===== config.mk =====
export PLATFORM = sky130hd
export DESIGN_NAME = shot_resolver_flat
export DESIGN_NICKNAME = d
export VERILOG_FILES = /design/src/rtl/batalla_pkg.sv /design/src/rtl/shot_resolver_if.sv /design/src/rtl/shot_resolver.sv /design/src/flat_wrapper.sv
export SDC_FILE = /design/constraint.sdc
export NUM_CORES = 1
export LEC_CHECK = 0
export CAP_MARGIN = 20
export CORE_MARGIN = 2
export CORE_UTILIZATION = 29
export DETAILED_ROUTE_END_ITERATION = 10
export PLACE_DENSITY_LB_ADDON = 0.25
export SYNTH_ARGS = -nofsm -noshare
export SYNTH_HDL_FRONTEND = slang
export SYNTH_SLANG_ARGS = --single-unit

===== constraint.sdc =====
create_clock -name clk -period 5.2 [get_ports clk]
set_clock_uncertainty 0.2 [all_clocks]
set_input_delay 1.04 -clock clk [delete_from_list [all_inputs] [get_ports clk]]
set_output_delay 1.04 -clock clk [all_outputs]
set_load 0.03 [all_outputs]

===== src/rtl/batalla_pkg.sv =====
// Shared definitions for the battleship game: cell encodings, shot results,
// board geometry and the resolver state encoding.
package batalla_pkg;

    localparam int BOARD_N = 5;

    typedef enum logic [1:0] {
        AGUA          = 2'b00,
        BARCO         = 2'b01,
        TIRO_FALLADO  = 2'b10,
        TIRO_ACERTADO = 2'b11
    } cell_t;

    typedef enum logic [1:0] {
        MISS    = 2'b00,
        HIT     = 2'b01,
        REPEAT  = 2'b10,
        INVALID = 2'b11
    } shot_result_t;

    // Board indexed as board[row][col].
    typedef cell_t [BOARD_N-1:0][BOARD_N-1:0] board_t;

    typedef enum logic [2:0] {
        S_IDLE   = 3'd0,
        S_SCAN   = 3'd1,
        S_READY  = 3'd2,
        S_CHECK  = 3'd3,
        S_WRITE  = 3'd4,
        S_REPORT = 3'd5,
        S_DONE   = 3'd6
    } state_t;

    // Value a shot leaves behind in a cell; already-shot cells are unchanged.
    function automatic cell_t mark_cell(input cell_t c);
        case (c)
            AGUA:    mark_cell = TIRO_FALLADO;
            BARCO:   mark_cell = TIRO_ACERTADO;
            default: mark_cell = c;
        endcase
    endfunction

endpackage


===== src/rtl/shot_resolver_if.sv =====
// Shot request / board write / result handshake between the turn logic
// (master) and the shot resolver (slave).
interface shot_resolver_if;
    import batalla_pkg::*;

    logic         shot_valid;
    logic [2:0]   shot_row;
    logic [2:0]   shot_col;
    logic         shot_ready;
    logic         wr_en;
    logic [2:0]   wr_row;
    logic [2:0]   wr_col;
    cell_t        wr_data;
    logic         result_valid;
    shot_result_t result_code;

    modport master (
        output shot_valid, shot_row, shot_col,
        input  shot_ready, wr_en, wr_row, wr_col, wr_data, result_valid, result_code
    );

    modport slave (
        input  shot_valid, shot_row, shot_col,
        output shot_ready, wr_en, wr_row, wr_col, wr_data, result_valid, result_code
    );

endinterface


===== src/rtl/shot_resolver.sv =====
// Shot resolver: scans the target board for ship cells, then accepts one shot
// at a time, classifies it, writes the marked cell back and reports the result.
// Every shot takes the same CHECK/WRITE/REPORT path so latency is fixed.
module shot_resolver
    import batalla_pkg::*;
#(
    parameter int N  = BOARD_N,
    parameter int CW = $clog2(N*N+1)
) (
    input  logic                    clk,
    input  logic                    rst,
    input  logic                    start,
    input  cell_t [N-1:0][N-1:0]    board,
    shot_resolver_if.slave          sif,
    output logic [CW-1:0]           ships_left,
    output logic                    game_over,
    output logic                    busy
);

    localparam logic [2:0] DIM_L    = 3'(N);
    localparam logic [2:0] LAST_IDX = 3'(N-1);

    state_t       r_state;
    logic [2:0]   r_row;
    logic [2:0]   r_col;
    logic [2:0]   r_scan_row;
    logic [2:0]   r_scan_col;
    logic [CW-1:0] r_ships;
    logic         r_shot_ready;
    logic         r_busy;
    logic         r_game_over;
    logic         r_wr_en;
    logic [2:0]   r_wr_row;
    logic [2:0]   r_wr_col;
    cell_t        r_wr_data;
    logic         r_result_valid;
    shot_result_t r_result_code;

    logic          w_in_range;
    logic [2:0]    w_rd_row;
    logic [2:0]    w_rd_col;
    cell_t         w_shot_cell;
    cell_t         w_scan_cell;
    logic [CW-1:0] w_scan_count;
    logic          w_scan_last;
    logic          w_start_scan;

    // Shot cell lookup; the index is clamped so an off-board shot never reads
    // past the array (its cell value is unused in that case).
    assign w_in_range   = (r_row < DIM_L) && (r_col < DIM_L);
    assign w_rd_row     = w_in_range ? r_row : 3'd0;
    assign w_rd_col     = w_in_range ? r_col : 3'd0;
    assign w_shot_cell  = board[w_rd_row][w_rd_col];

    assign w_scan_cell  = board[r_scan_row][r_scan_col];
    assign w_scan_count = r_ships + CW'(w_scan_cell == BARCO);
    assign w_scan_last  = (r_scan_row == LAST_IDX) && (r_scan_col == LAST_IDX);

    // start only (re)arms from the idle, waiting and finished states.
    assign w_start_scan = start &&
                          ((r_state == S_IDLE) || (r_state == S_READY) || (r_state == S_DONE));

    // Main FSM with registered outputs and the ship counter.
    always_ff @(posedge clk or negedge rst) begin
        if (!rst) begin
            r_state        <= S_IDLE;
            r_row          <= 3'd0;
            r_col          <= 3'd0;
            r_scan_row     <= 3'd0;
            r_scan_col     <= 3'd0;
            r_ships        <= '0;
            r_shot_ready   <= 1'b0;
            r_busy         <= 1'b0;
            r_game_over    <= 1'b0;
            r_wr_en        <= 1'b0;
            r_wr_row       <= 3'd0;
            r_wr_col       <= 3'd0;
            r_wr_data      <= AGUA;
            r_result_valid <= 1'b0;
            r_result_code  <= MISS;
        end else begin
            r_wr_en        <= 1'b0;
            r_result_valid <= 1'b0;

            if (w_start_scan) begin
                r_state      <= S_SCAN;
                r_scan_row   <= 3'd0;
                r_scan_col   <= 3'd0;
                r_ships      <= '0;
                r_busy       <= 1'b1;
                r_game_over  <= 1'b0;
                r_shot_ready <= 1'b0;
            end else begin
                case (r_state)
                    S_IDLE: begin
                        r_state <= S_IDLE;
                    end

                    S_SCAN: begin
                        r_ships <= w_scan_count;
                        if (r_scan_col == LAST_IDX) begin
                            r_scan_col <= 3'd0;
                            r_scan_row <= r_scan_row + 3'd1;
                        end else begin
                            r_scan_col <= r_scan_col + 3'd1;
                        end
                        if (w_scan_last) begin
                            r_busy <= 1'b0;
                            if (w_scan_count == '0) begin
                                r_state     <= S_DONE;
                                r_game_over <= 1'b1;
                            end else begin
                                r_state      <= S_READY;
                                r_shot_ready <= 1'b1;
                            end
                        end
                    end

                    S_READY: begin
                        if (sif.shot_valid) begin
                            r_row        <= sif.shot_row;
                            r_col        <= sif.shot_col;
                            r_state      <= S_CHECK;
                            r_shot_ready <= 1'b0;
                            r_busy       <= 1'b1;
                        end
                    end

                    S_CHECK: begin
                        r_state <= S_WRITE;
                        if (!w_in_range) begin
                            r_result_code <= INVALID;
                        end else begin
                            case (w_shot_cell)
                                AGUA: begin
                                    r_result_code <= MISS;
                                    r_wr_en       <= 1'b1;
                                    r_wr_row      <= r_row;
                                    r_wr_col      <= r_col;
                                    r_wr_data     <= mark_cell(w_shot_cell);
                                end
                                BARCO: begin
                                    r_result_code <= HIT;
                                    r_wr_en       <= 1'b1;
                                    r_wr_row      <= r_row;
                                    r_wr_col      <= r_col;
                                    r_wr_data     <= mark_cell(w_shot_cell);
                                    if (r_ships != '0) begin
                                        r_ships <= r_ships - CW'(1);
                                    end
                                end
                                default: begin
                                    r_result_code <= REPEAT;
                                end
                            endcase
                        end
                    end

                    S_WRITE: begin
                        r_state        <= S_REPORT;
                        r_result_valid <= 1'b1;
                    end

                    S_REPORT: begin
                        r_busy <= 1'b0;
                        if (r_ships == '0) begin
                            r_state     <= S_DONE;
                            r_game_over <= 1'b1;
                        end else begin
                            r_state      <= S_READY;
                            r_shot_ready <= 1'b1;
                        end
                    end

                    S_DONE: begin
                        r_state <= S_DONE;
                    end

                    default: begin
                        r_state      <= S_IDLE;
                        r_busy       <= 1'b0;
                        r_shot_ready <= 1'b0;
                    end
                endcase
            end
        end
    end

    assign sif.shot_ready   = r_shot_ready;
    assign sif.wr_en        = r_wr_en;
    assign sif.wr_row       = r_wr_row;
    assign sif.wr_col       = r_wr_col;
    assign sif.wr_data      = r_wr_data;
    assign sif.result_valid = r_result_valid;
    assign sif.result_code  = r_result_code;
    assign ships_left       = r_ships;
    assign game_over        = r_game_over;
    assign busy             = r_busy;

endmodule


===== src/flat_wrapper.sv =====
// flat-port wrapper written by rule: the top's interface ports become plain ports
module shot_resolver_flat import batalla_pkg::*;
#(
    parameter int N  = BOARD_N,
    parameter int CW = $clog2(N*N+1)
)
  (clk, rst, start, board, ships_left, game_over, busy, sif_shot_valid, sif_shot_row, sif_shot_col, sif_shot_ready, sif_wr_en, sif_wr_row, sif_wr_col, sif_wr_data, sif_result_valid, sif_result_code);
  shot_resolver_if sif_i ();
  input  logic clk;
  input  logic rst;
  input  logic start;
  input  cell_t [N-1:0][N-1:0] board;
  output logic [CW-1:0] ships_left;
  output logic game_over;
  output logic busy;
  input wire logic [$bits(sif_i.shot_valid)-1:0] sif_shot_valid;
  input wire logic [$bits(sif_i.shot_row)-1:0] sif_shot_row;
  input wire logic [$bits(sif_i.shot_col)-1:0] sif_shot_col;
  output wire logic [$bits(sif_i.shot_ready)-1:0] sif_shot_ready;
  output wire logic [$bits(sif_i.wr_en)-1:0] sif_wr_en;
  output wire logic [$bits(sif_i.wr_row)-1:0] sif_wr_row;
  output wire logic [$bits(sif_i.wr_col)-1:0] sif_wr_col;
  output wire logic [$bits(sif_i.wr_data)-1:0] sif_wr_data;
  output wire logic [$bits(sif_i.result_valid)-1:0] sif_result_valid;
  output wire logic [$bits(sif_i.result_code)-1:0] sif_result_code;
  assign sif_i.shot_valid = sif_shot_valid;
  assign sif_i.shot_row = sif_shot_row;
  assign sif_i.shot_col = sif_shot_col;
  assign sif_shot_ready = sif_i.shot_ready;
  assign sif_wr_en = sif_i.wr_en;
  assign sif_wr_row = sif_i.wr_row;
  assign sif_wr_col = sif_i.wr_col;
  assign sif_wr_data = sif_i.wr_data;
  assign sif_result_valid = sif_i.result_valid;
  assign sif_result_code = sif_i.result_code;
  shot_resolver #(.N(N), .CW(CW)) u_core (.clk(clk), .rst(rst), .start(start), .board(board), .sif(sif_i), .ships_left(ships_left), .game_over(game_over), .busy(busy));
endmodule

==> results.cfg <==
[logic_synthesis]
synth_area_mm2 = 0.00285
yosys_warnings = 0
ys_seq_area_share_pct = 30.7
ys_async_sr_fraction_pct = 100
netlist_instances = 343
synth_cell_types = 61
synth.net_count = 411
yosys_register_bits = 35
synth-edff-count = 0
post_synth.cell_area_avg_um2 = 8.31
ys.flop_type = dfrtp_1

[placement]
portBuffers = 79
hpwl_mm = 7.03
routabilityCongestion = 0.949
post-place-ws_ns = 0.352

[routing]
drt_iter0_markers = 163
vias_per_cell = 5.41
drt-wirelength-per-cell_um = 16.9
num_vias = 2942
drtPass1Iterations = 5
drc = 0
ant_nets = 0
routed_wirelength_mm = 9.21

[global_routing]
grtUsageTotal_pct = 17.2
grt_pass1_vias = 2717
grt_start_max_net_pins = 36
grt_antenna_before_repair = 0
overflow = 0
grt_pass1_wl_mm = 14.2

[timing]
max_slew_margin_pct = 45.9
worstMarginPinSlew_ns = 0.812
fin_ws_ns = 0.616
period_minus_slack_ns = 4.58
rsz0062_at_grt = no
setup_viol = 0
period_share_pct = 88.2
finalHoldViolCount = 0
fmax_ghz = 0.218
maxSlewViolCount = 0
tns_ns = 0

[setup_path]
crit_required_ns = 5.17
critPathMaxStageDelay_ns = 0.47
cp_slowest_cell = clkdlybuf4s50_1
cp-end-kind = flop
critical_path_peak_fanout = 4
critPathArrivalTime_ns = 4.56
path_class = input pin to flop
crit_chain = clkdlybuf4s50_1 > nor3b_1 > a31oi_1 > a32oi_1 > o211ai_1 > a21oi_1 > a22oi_1 > a2bb2oi_1 > o21ai_0 > ha_1 > ha_1 > nor4_1 > a31oi_1 > or4_1 > a21boi_0 > a21oi_1 > mux2_2
start_kind = input pin

[finish]
drive_gt1_share_pct = 7.30
final_cell_mix = clkdlybuf4s50_1 (79), dfrtp_1 (35), nor2_1 (33)
layout_commonest_cell = clkdlybuf4s50_1
antenna_cells = 0
syn2layout_area_growth_pct = 32.9
fin_nets = 478

[pwr]
power_density_mw_per_mm2 = 502
p_leak_nw = 1.47
max-vdd-ir-drop_mv = 0.211

[clocking]
cts_hold_buf = 0
cts.reportedPaths.clkPinSlew_ns = 0.07
clk_latency_ns = 0.28
cts_htree_levels = 2
cts_made_buffers = 5
cts_max_path_buffers = 2
cts_tree = built
clock-sinks = 35
cts_setup_buffers = 0
post_cts_resized = 0
cts_root_buffer = clkbuf_8

[worst_hold_path]
hold_path_class = flop to flop

[outcome]
status = complete, no violations

[die]
die_h_um = 103
die_area_mm2 = 0.0106
rows = 36
core_mm2 = 0.00964
dieWidth_um = 103
ioPinCount = 80
initial_utilization_pct = 29.6

[flow_run]
cap_violations = 0
## critical path: cells and delay by family
family,cells,cell delay (ns)
AOI/OAI and AO/OA,10,1.44
muxes,1,0.27
buffers and inverters,1,0.47
and+or+nand+nor,3,0.87
adders and majority gates,2,0.48
## synthesized netlist by cell type, types with 6 or more instances
| library cell | n | area [um^2] |
|---|---|---|
| nand2b_1 | 8 | 50.1 |
| nor4_1 | 7 | 43.8 |
| mux2_2 | 13 | 146 |
| buf_2 | 7 | 35.0 |
| clkbuf_1 | 9 | 33.8 |
| a21oi_1 | 25 | 125 |
| mux2i_1 | 6 | 60.1 |
| nand2_1 | 29 | 109 |
| o21ai_0 | 19 | 95.1 |
| ha_1 | 8 | 100 |
| nor3_1 | 6 | 30.0 |
| dfrtp_1 | 35 | 876 |
| o32ai_1 | 6 | 52.6 |
| nor2_1 | 33 | 124 |
| inv_1 | 22 | 82.6 |
| nor2b_1 | 6 | 37.5 |
| a31oi_1 | 8 | 50.1 |
| nand3_1 | 9 | 45.0 |
| nor3b_1 | 7 | 52.6 |
## metrics by stage
step	utilization [%]	cell area [um^2]	hold slack [ns]	std cells	power (mW)
finish	39.3	3780	0.271	544	1.90
global route	39.3	3780	0.296	544	2.05
CTS	39.3	3780	0.277	544	1.90
detailed placement	38.4	3700	0.257	536	1.70
global placement	38.4	3700	0.260	536	1.70
floorplan	-	2850	0.293	343	1.35
## area by class of cell
| class | count | area (um^2) |
|---|---|---|
| multi-input cells | 265 | 1770 |
| flip-flops and latches | 35 | 876 |
| repair buffers | 81 | 806 |
| well taps | 133 | 166 |
| inverters | 22 | 82.6 |
| clock buffers | 7 | 76.3 |
| fillers | 1007 | 5850 |
| clock inverters | 1 | 5.00 |
## where the power goes
part	total [mW]	internal [mW]	switching [mW]
Sequential	0.581	0.363	0.219
Combinational	1.13	0.500	0.629
Clock	0.190	0.0940	0.0957
Total	1.90	0.957	0.944
## logic make-up after synthesis
logic type      after synthesis  synth area share, %
flops                        35                 30.7
compound gates              109                 27.1
mux                          21                 8.83
buf+inv                      43                 7.03
xor+xnor                      2                0.615
fa+ha+maj                     8                 3.51
simple gates                125                 22.2
## flip-flops by register name, summed over array words and instances (netlist names)
signal                   cells
u_core.busy                  1
u_core.sif.wr_col            3
u_core.ships_left            5
u_core.r_scan_col            3
u_core.r_col                 3
u_core.sif.result_valid      1
u_core.sif.wr_en             1
u_core.sif.wr_row            3
u_core.game_over             1
u_core.r_state               3
u_core.sif.wr_data           2
u_core.r_row                 3
u_core.sif.shot_ready        1
u_core.r_scan_row            3
u_core.sif.result_code       2
## layer usage
layer	share of wire [%]	global-route usage [%]
met1	44	23.9
met2	49	28.1
met3	5.8	2.44
met4	1.6	4.35
met5	0	0
## worst paths after layout
path	from	end	slack [ns]	depth (start not counted)
hold / removal	u_core.sif.wr_data[1]	u_core.sif.wr_data[1]	0.27	1
setup / recovery	board[44]	u_core.sif.shot_ready	0.62	17
max in group asynchronous	rst	u_core.r_row[2]	3.50	2
hold reg to reg	u_core.sif.wr_data[1]	u_core.sif.wr_data[1]	0.27	1
setup reg to reg	u_core.r_scan_row[0]	u_core.sif.shot_ready	1.04	13
min in group asynchronous	rst	u_core.r_scan_row[0]	0.96	2
(Power assumes the default switching activity.)
